===== src/rtl/logo_row_fetcher.sv =====
// Double-buffered logo row fetcher: streams one 32-bit logo row from ROM per display line
// into a back buffer while the front buffer drives the registered pixel output.
module logo_row_fetcher #(
    parameter int LOGO_X0    = 304,
    parameter int LOGO_Y0    = 224,
    parameter int SCALE_LOG2 = 1
) (
    input  logic       clk,
    input  logic       reset,
    input  logic       new_line,
    input  logic [9:0] next_y,
    input  logic [9:0] pixel_x,
    input  logic       active,
    output logic [9:0] rom_addr,
    input  logic       rom_data,
    output logic       pixel_on,
    output logic       busy,
    output logic       overrun
);

    typedef enum logic {
        IDLE  = 1'b0,
        FETCH = 1'b1
    } state_t;

    localparam logic [9:0] X0   = 10'(LOGO_X0);
    localparam logic [9:0] Y0   = 10'(LOGO_Y0);
    localparam logic [9:0] YLIM = 10'(30 << SCALE_LOG2);
    localparam logic [9:0] XLIM = 10'(32 << SCALE_LOG2);

    state_t      state;
    state_t      state_next;
    logic [31:0] front;
    logic [31:0] back;
    logic        front_valid;
    logic        back_valid;
    logic [4:0]  row;
    logic [4:0]  col;

    logic [9:0]  ly;
    logic [9:0]  dx;
    logic        ly_hit;
    logic        dx_hit;
    logic [4:0]  ly_row;
    logic [4:0]  dx_col;

    // Unsigned wrap pushes coordinates left of / above the logo out of range.
    assign ly     = next_y - Y0;
    assign dx     = pixel_x - X0;
    assign ly_hit = (ly < YLIM);
    assign dx_hit = (dx < XLIM);
    assign ly_row = 5'(ly >> SCALE_LOG2);
    assign dx_col = 5'(dx >> SCALE_LOG2);

    // Row is always below 30 and col stops at 31, so the address stays below 960
    // and simply holds its last value once the fetch ends.
    assign rom_addr = {row, col};

    always_ff @(posedge clk) begin
        if (reset) begin
            state <= IDLE;
        end else begin
            state <= state_next;
        end
    end

    always_comb begin
        state_next = state;
        busy       = (state == FETCH);
        if (new_line) begin
            state_next = ly_hit ? FETCH : IDLE;
        end else if ((state == FETCH) && (col == 5'd31)) begin
            state_next = IDLE;
        end
    end

    // A new line always promotes back to front, even a half-filled one; back_valid
    // is 0 throughout a fetch, so an aborted row lands in front marked invalid.
    always_ff @(posedge clk) begin
        if (reset) begin
            front       <= '0;
            back        <= '0;
            front_valid <= 1'b0;
            back_valid  <= 1'b0;
            row         <= '0;
            col         <= '0;
            pixel_on    <= 1'b0;
            overrun     <= 1'b0;
        end else begin
            pixel_on <= active & front_valid & dx_hit & front[dx_col];
            if (new_line) begin
                front       <= back;
                front_valid <= back_valid;
                back_valid  <= 1'b0;
                if (state == FETCH) begin
                    overrun <= 1'b1;
                end
                if (ly_hit) begin
                    row <= ly_row;
                    col <= 5'd0;
                end
            end else if (state == FETCH) begin
                back[col] <= rom_data;
                if (col == 5'd31) begin
                    back_valid <= 1'b1;
                end else begin
                    col <= col + 5'd1;
                end
            end
        end
    end

endmodule


===== config.mk =====
export PLATFORM = sky130hd
export DESIGN_NAME = logo_row_fetcher
export DESIGN_NICKNAME = d
export VERILOG_FILES = /design/src/rtl/logo_row_fetcher.sv
export SDC_FILE = /design/constraint.sdc
export NUM_CORES = 1
export LEC_CHECK = 0
export BUFFER_PORTS_ARGS = -buffer_cell sky130_fd_sc_hd__buf_4
export CAP_MARGIN = 25
export CORE_MARGIN = 2
export CORE_UTILIZATION = 40
export DETAILED_ROUTE_END_ITERATION = 10
export HOLD_SLACK_MARGIN = 0.03
export PLACE_DENSITY = 0.64
export SYNTH_ARGS = -nofsm -noshare
export SYNTH_HDL_FRONTEND = slang
export SYNTH_SLANG_ARGS = --single-unit

===== constraint.sdc =====
create_clock -name clk -period 3.9 [get_ports clk]
set_input_delay 0.39 -clock clk [delete_from_list [all_inputs] [get_ports clk]]
set_output_delay 0.39 -clock clk [all_outputs]
set_load 0.01 [all_outputs]

==> flow_summary.ini, run 1 <==
[synthesis]
synth-seq-area-share = 0.452
net_count_after_synthesis = 412
postSynth.topFlopCell = sky130_fd_sc_hd__dfxtp_1
ys_ff_latch = 79
synth_area_per_cell_um2 = 9.21
synthDistinctLibCells = 38
yosysWarningCount = 0
share_of_synthesized_flip_flops_with_an_asynchronous_set_or_reset = 0
ys_top_cells_by_area = sky130_fd_sc_hd__dfxtp_1 45%, sky130_fd_sc_hd__mux2i_1 20%, sky130_fd_sc_hd__nor2_1 8.9%
synth_enable_flop_cells = 0
cell_with_the_most_instances_after_synthesis = sky130_fd_sc_hd__nor2_1
synth_cells = 380
synthDominantAreaCellType = sky130_fd_sc_hd__dfxtp_1
synth.top_cells.by_count = 83 x sky130_fd_sc_hd__nor2_1, 79 x sky130_fd_sc_hd__dfxtp_1, 71 x sky130_fd_sc_hd__mux2i_1
synth_top_area_frac = 0.452
synth.cell_area_um2 = 3500

[clock_tree]
cts_buffers = 9
clk_pin_slew_ns = 0.08
tritoncts_clock_tree = done
holdBufCountCts = 0
postCtsSetupBuffers = 0
clk_path_buf_depth = 2
clock_sink_count = 79
htree_num_levels = 3
post_cts_resize_count = 0
clock_latency_ns = 0.35
root_cell_of_the_clock_tree = sky130_fd_sc_hd__clkbuf_8

[routing]
detail_route.wirelength.met1_mm = 3.64
drt_iter0_markers = 84
length_of_routed_met2_wiring_mm = 3.47
top_layer = met4
vias = 2708
viasPerCell = 5.26
routed_wire_length_per_instance_um = 14.5
drt_drc_violations_left = 0
routed_wirelength_mm = 7.48
route.antenna.remaining_nets = 0
firstDrtPassIters = 4
met3_length_um = 280

[power_and_ir_drop]
clock_power_share = 0.429
power.combinational.fraction = 0.058
vdd_ir_max_mv = 0.223
static-leakage-power_nw = 1.66
cell_internal_pwr_mw = 1.24
p_sw_frac = 0.213
pwr_density_cell_nw_per_um2 = 392
p_seq_frac = 0.513
switching_power_uw = 335
p_total_mw = 1.58

[place]
place.port_buffers = 35
pre_cts_ws_ns = 1.37
dp_hpwl_mm = 4.83
post_dp_cell_area_um2 = 3790
place.gp.congestion = 0.802
dp_cells = 499

[worst_setup_path]
timing.critical_path.cells = buf_4 -> or4b_1 -> nor3b_2 -> mux2i_1 -> nor2_1
critical_path_arrival_ns = 2.35
startpoint_kind_of_the_worst_setup_timing_path = input port
critical-path-top-delay-family = simple AND/OR/NAND/NOR gates
timing.critical_path.required_ns = 4.11
max_stage_delay_ns = 0.61
critical_path_class = in -> reg
cp_max_fo = 37
path_buf_inv = 1
critical_path.slowest_cell = sky130_fd_sc_hd__nor3b_2
ff2ff_path_depth = 7
worstReg2RegEnd = col[3]
rrSetupSlack_ns = 1.86
r2r-start = col[0]
critPathCaptureType = register

[cells_and_area]
stdcell_count = 515
insertedDiodeCount = 0
finalInstanceArea_um2 = 4020
finish.net_count = 434
drive_gt1_frac = 0.138
area_added_between_synthesis_and_finish_pct = 14.8

[floorplan]
total_die_area_um2 = 9510
floorplan.die.width_um = 97.5
core_um2 = 8590
ports = 38
rows = 34
effective_utilization_at_floorplan = 0.407
die_height_um = 97.5

[timing]
finalCritPeriodShare = 0.547
final-setup-viol-count = 0
fin_skew_ns = 0.0115
finalWorstSetupSlack_ns = 1.77
worst_slew_margin_rel = 0.492
setup_repair_after_global_routing_missed_its_margin = false
tightestPinTransition_ns = 0.762
fmax_mhz = 469
maxSlewViolCount = 0
fin_crit_period_ns = 2.13
timing.final.hold_violations = 0
final.setup.tns_ns = 0

[global_routing]
initial_antenna_violation_count = 0
pin_count_of_the_biggest_net_entering_global_routing = 77
grt_pass1_vias = 2558
globalRouteOverflowTotal = 0
grt_pass1_wl_mm = 12.8
grt.total_usage = 0.167

[flow_run]
drv.max_cap_violation_count = 0

[worst_hold_path]
hp-start = next_y[3]
hp-class = in -> reg
min_path_cells = 3
worstHoldEndpoint = row[2]

[run_status]
status = finished clean
[cells by family after synthesis]
| family | count (synthesis) | share of synthesized area |
|---|---|---|
| buffers and inverters | 29 | 0.0361 |
| flip-flops | 79 | 0.452 |
| AO/OA/AOI/OAI | 39 | 0.0740 |
| multiplexers | 72 | 0.206 |
| adder cells (fa/ha/maj) | 7 | 0.0250 |
| AND/OR/NAND/NOR | 152 | 0.201 |
| XOR/XNOR | 2 | 0.00501 |
[tightest hold or removal path, cell delays in order]
cell and delay, ns:
sky130_fd_sc_hd__buf_4 0.08, sky130_fd_sc_hd__mux2i_1 0.06, sky130_fd_sc_hd__nor2_1 0.07
[power groups by stage]
stage / Sequential (mW) / Clock [mW] / Combinational (mW)
global placement: 0.827 / 0 / 0.0906
finish: 0.808 / 0.677 / 0.0911
CTS: 0.808 / 0.693 / 0.0920
floorplan: 0.827 / 0 / 0.0568
detailed placement: 0.827 / 0 / 0.0917
global route: 0.808 / 0.728 / 0.0998
[through the flow]
| stage | hold slack [ns] | utilization |
|---|---|---|
| after global placement | 0.451 | 0.441 |
| after CTS | 0.277 | 0.467 |
| after floorplan | 0.424 | - |
| after detailed placement | 0.459 | 0.441 |
| final | 0.284 | 0.467 |
| after global routing | 0.274 | 0.467 |
[metal layers]
layer  GRT usage  vias up
met4      0.0481        0
met5           0        -
met2       0.263       48
met1       0.228     1295
li1            -     1354
met3      0.0410       11
[cells in the final DEF, fill, tap and decap left out, types with 2 or more instances in the layout]
cell / n
sky130_fd_sc_hd__nand2b_1: 2
sky130_fd_sc_hd__buf_4: 36
sky130_fd_sc_hd__a2111oi_0: 4
sky130_fd_sc_hd__ha_1: 7
sky130_fd_sc_hd__bufinv_16: 2
sky130_fd_sc_hd__or3_1: 2
sky130_fd_sc_hd__o221a_2: 3
sky130_fd_sc_hd__nand4b_1: 2
sky130_fd_sc_hd__clkbuf_8: 11
sky130_fd_sc_hd__nor3b_1: 5
sky130_fd_sc_hd__a21oi_1: 14
sky130_fd_sc_hd__nand3_1: 16
sky130_fd_sc_hd__inv_1: 4
sky130_fd_sc_hd__nor3_1: 4
sky130_fd_sc_hd__nand4_1: 2
sky130_fd_sc_hd__xor2_1: 2
sky130_fd_sc_hd__nand3b_1: 3
sky130_fd_sc_hd__clkbuf_1: 2
sky130_fd_sc_hd__dfxtp_1: 79
sky130_fd_sc_hd__mux2i_1: 71
sky130_fd_sc_hd__nand2_1: 18
sky130_fd_sc_hd__a221oi_1: 3
sky130_fd_sc_hd__nor2b_1: 8
sky130_fd_sc_hd__nor2_1: 83
sky130_fd_sc_hd__o21ai_0: 9
sky130_fd_sc_hd__and2_1: 2
[worst max path at each step]
| stage | from | to | slack, ns | cells past startpoint |
|---|---|---|---|---|
| final | new_line | row[0] | 1.77 | 5 |
| after global routing | new_line | row[0] | 1.64 | 5 |
| after CTS | new_line | row[0] | 1.74 | 5 |
| after detailed placement | new_line | row[0] | 1.37 | 5 |
| after global placement | new_line | row[0] | 1.35 | 5 |
| after floorplan | next_y[5] | row[0] | 2.03 | 6 |
[state kept, by name, summed over array words and instances (netlist names)]
register / count
back: 32
row: 5
back_valid: 1
overrun: 1
col: 5
front: 32
busy: 1
pixel_on: 1
front_valid: 1
[final cells by class]
class / count / area [um2]
inverters: 4 / 15.0
clock inverters: 3 / 65.1
well taps: 108 / 135
clock buffers: 13 / 159
fillers: 841 / 4580
flip-flops and latches: 79 / 1580
multi-input cells: 272 / 1790
repair buffers: 36 / 270
Power figures use the tool's default switching activity.
==> run 2: changes to the inputs <==
--- a/config.mk
+++ b/config.mk
@@ -5,13 +5,14 @@
 export SDC_FILE = /design/constraint.sdc
 export NUM_CORES = 1
 export LEC_CHECK = 0
+export ABC_AREA = 1
 export BUFFER_PORTS_ARGS = -buffer_cell sky130_fd_sc_hd__buf_4
 export CAP_MARGIN = 25
 export CORE_MARGIN = 2
 export CORE_UTILIZATION = 40
 export DETAILED_ROUTE_END_ITERATION = 10
 export HOLD_SLACK_MARGIN = 0.03
-export PLACE_DENSITY = 0.64
+export PLACE_DENSITY = 0.66
 export SYNTH_ARGS = -nofsm -noshare
 export SYNTH_HDL_FRONTEND = slang
 export SYNTH_SLANG_ARGS = --single-unit
==> constraint.sdc (replaced) <==
create_clock -name clk -period 1.85 [get_ports clk]
set_input_delay 0.185 -clock clk [delete_from_list [all_inputs] [get_ports clk]]
set_output_delay 0.185 -clock clk [all_outputs]
set_load 0.01 [all_outputs]
==> run 2 against run 1 <==
Net effect: cell count is 21% higher; register-to-register slack worse by 1.6 ns; die area is 1.4% higher; sequential cell count stayed put; critical path type is now reg -> reg; worst setup slack worse by 1.6 ns; sequential share of layout area is 0.39 points lower; sequential power is 120% higher; synthesized cell count is 28% higher.
==> flow_summary.ini, run 2 <==
[power_and_ir_drop]
p_seq_frac = 0.530
vdd_ir_max_mv = 0.286
power.combinational.fraction = 0.081
p_sw_frac = 0.237
pwr_density_cell_nw_per_um2 = 816
switching_power_uw = 786
static-leakage-power_nw = 1.61
cell_internal_pwr_mw = 2.53
clock_power_share = 0.388

[worst_setup_path]
startpoint_kind_of_the_worst_setup_timing_path = register
setup.worst_path.end = col[2]
rrSetupSlack_ns = 0.21
critical_path.slowest_cell = sky130_fd_sc_hd__dfxtp_1
r2r-start = col[0]
timing.critical_path.cells = ha_1 -> nand2_1 -> nor2_1 -> ha_1 -> nor2_1 -> inv_2 -> o211ai_1 -> a21oi_2
critical_path_arrival_ns = 1.87
critPathCaptureType = register
critical_path_class = reg -> reg
cp_max_fo = 7
worst-path-stages = 8
timing.critical_path.required_ns = 2.09
ff2ff_path_depth = 8
path_buf_inv = 1
max_stage_delay_ns = 0.38
critical-path-top-delay-family = adder cells
critical_path.startpoint = col[0]
worstReg2RegEnd = col[2]

[timing]
finalCritPeriodShare = 0.884
setup_repair_after_global_routing_missed_its_margin = false
fmax_mhz = 612
final-setup-viol-count = 0
final.setup.tns_ns = 0
finalWorstSetupSlack_ns = 0.215
tightestPinTransition_ns = 0.561
worst_slew_margin_rel = 0.625
timing.final.hold_violations = 0
maxSlewViolCount = 0
fin_crit_period_ns = 1.64
fin_skew_ns = 0.00946

[routing]
vias = 3251
route.antenna.remaining_nets = 0
viasPerCell = 5.21
drt_iter0_markers = 208
routed_wire_length_per_instance_um = 13.5
firstDrtPassIters = 5
routed_wirelength_mm = 8.43
drt_drc_violations_left = 0

[floorplan]
total_die_area_um2 = 9640
effective_utilization_at_floorplan = 0.409
die_height_um = 98.2
rows = 34
floorplan.die.width_um = 98.2
ports = 38
core_um2 = 8680

[global_routing]
pin_count_of_the_biggest_net_entering_global_routing = 39
grt_pass1_wl_mm = 14.2
initial_antenna_violation_count = 0
grt.total_usage = 0.179
grt_pass1_vias = 2948
globalRouteOverflowTotal = 0

[synthesis]
ys_ff_latch = 79
synth_cells = 485
synth_area_per_cell_um2 = 7.32
cell_with_the_most_instances_after_synthesis = sky130_fd_sc_hd__nor2_1
synthDominantAreaCellType = sky130_fd_sc_hd__dfxtp_1
synth.cell_area_um2 = 3550
synth_top_area_frac = 0.446
share_of_synthesized_flip_flops_with_an_asynchronous_set_or_reset = 0
synth_enable_flop_cells = 0
synthDistinctLibCells = 25
synth.top_cells.by_count = 84 x sky130_fd_sc_hd__nor2_1, 79 x sky130_fd_sc_hd__dfxtp_1, 70 x sky130_fd_sc_hd__nand3_1
ys_top_cells_by_area = sky130_fd_sc_hd__dfxtp_1 45%, sky130_fd_sc_hd__nand3_1 9.9%, sky130_fd_sc_hd__nor2_1 8.9%
synth-seq-area-share = 0.446
yosysWarningCount = 0
net_count_after_synthesis = 517
postSynth.topFlopCell = sky130_fd_sc_hd__dfxtp_1

[cells_and_area]
finish.net_count = 544
final-seq-area_um2 = 1580
n_fill_cell = 881
multi_input_comb_area_um2 = 1720
drive_gt1_frac = 0.159
finalCoreUtilization = 0.467
area_added_between_synthesis_and_finish_pct = 14.3
biggestRegsByFlops = back x32, front x32
insertedDiodeCount = 0
stdcell_count = 624
layout_commonest_cell = sky130_fd_sc_hd__nor2_1
commonest_cells_after_routing_fill_and_taps_aside = 84 x sky130_fd_sc_hd__nor2_1, 79 x sky130_fd_sc_hd__dfxtp_1, 70 x sky130_fd_sc_hd__nand3_1

[flow_run]
drv.max_cap_violation_count = 0

[clock_tree]
cts_buffers = 9
clk_path_buf_depth = 2
tritoncts_clock_tree = done
holdBufCountCts = 0
clk_pin_slew_ns = 0.08
clock_sink_count = 79
post_cts_resize_count = 0
htree_num_levels = 3
root_cell_of_the_clock_tree = sky130_fd_sc_hd__clkbuf_8
clock_latency_ns = 0.35
postCtsSetupBuffers = 0

[place]
dp_hpwl_mm = 5.78
place.port_buffers = 35
place.gp.congestion = 0.830
dp_cells = 609
pre_cts_ws_ns = 0.219

[worst_hold_path]
hp-class = in -> reg

[run_status]
status = finished clean
-- run 2: layout make-up --
cell class	instances	share of cell area
inverters	29	0.0275
clock buffers	12	0.0382
repair buffers	41	0.0759
multi-input cells	352	0.425
well taps	108	0.0333
clock inverters	3	0.0105
flip-flops and latches	79	0.390
-- run 2: through the flow --
stage	cell area, um2	total power, mW	hold slack (ns)
detailed placement	3860	2.06	0.437
floorplan	3550	1.97	0.332
CTS	4060	3.34	0.0627
global route	4060	3.45	0.0736
finish	4060	3.31	0.0760
global placement	3860	2.06	0.421
-- run 2: power by group through the flow --
stage	registers [mW]	logic (mW)	clock network, mW
after floorplan	1.79	0.180	0
after global placement	1.80	0.266	0
after detailed placement	1.80	0.268	0
after CTS	1.76	0.270	1.32
after global routing	1.76	0.306	1.38
final	1.76	0.270	1.29
-- run 2: worst min path at each step --
stage              start     end  cells after the start
5_1_grt        next_y[1]  row[0]                      3
4_1_cts        next_y[1]  row[0]                      3
3_5_place_dp   next_y[1]  row[0]                      3
6_report       next_y[1]  row[0]                      3
2_1_floorplan  next_y[1]  row[0]                      2
3_3_place_gp   next_y[1]  row[0]                      3
-- run 2: worst min-delay path, stage by stage --
cell and delay [ns]:
sky130_fd_sc_hd__buf_4 0.08, sky130_fd_sc_hd__o21ai_1 0.05, sky130_fd_sc_hd__nor2_1 0.07
-- run 2: logic make-up after synthesis --
logic type,after synthesis,synth area share
compound gates,109,0.156
fa+ha+maj,7,0.0247
buf+inv,54,0.0691
xor+xnor,1,0.00247
simple gates,235,0.302
flops,79,0.446
-- run 2: routing by layer --
layer	up-vias	global-route usage	wire length, um
li1	1665	-	-
met1	1483	0.256	4120
met2	90	0.269	3810
met3	13	0.0308	347
met4	0	0.0748	157
met5	-	0	0
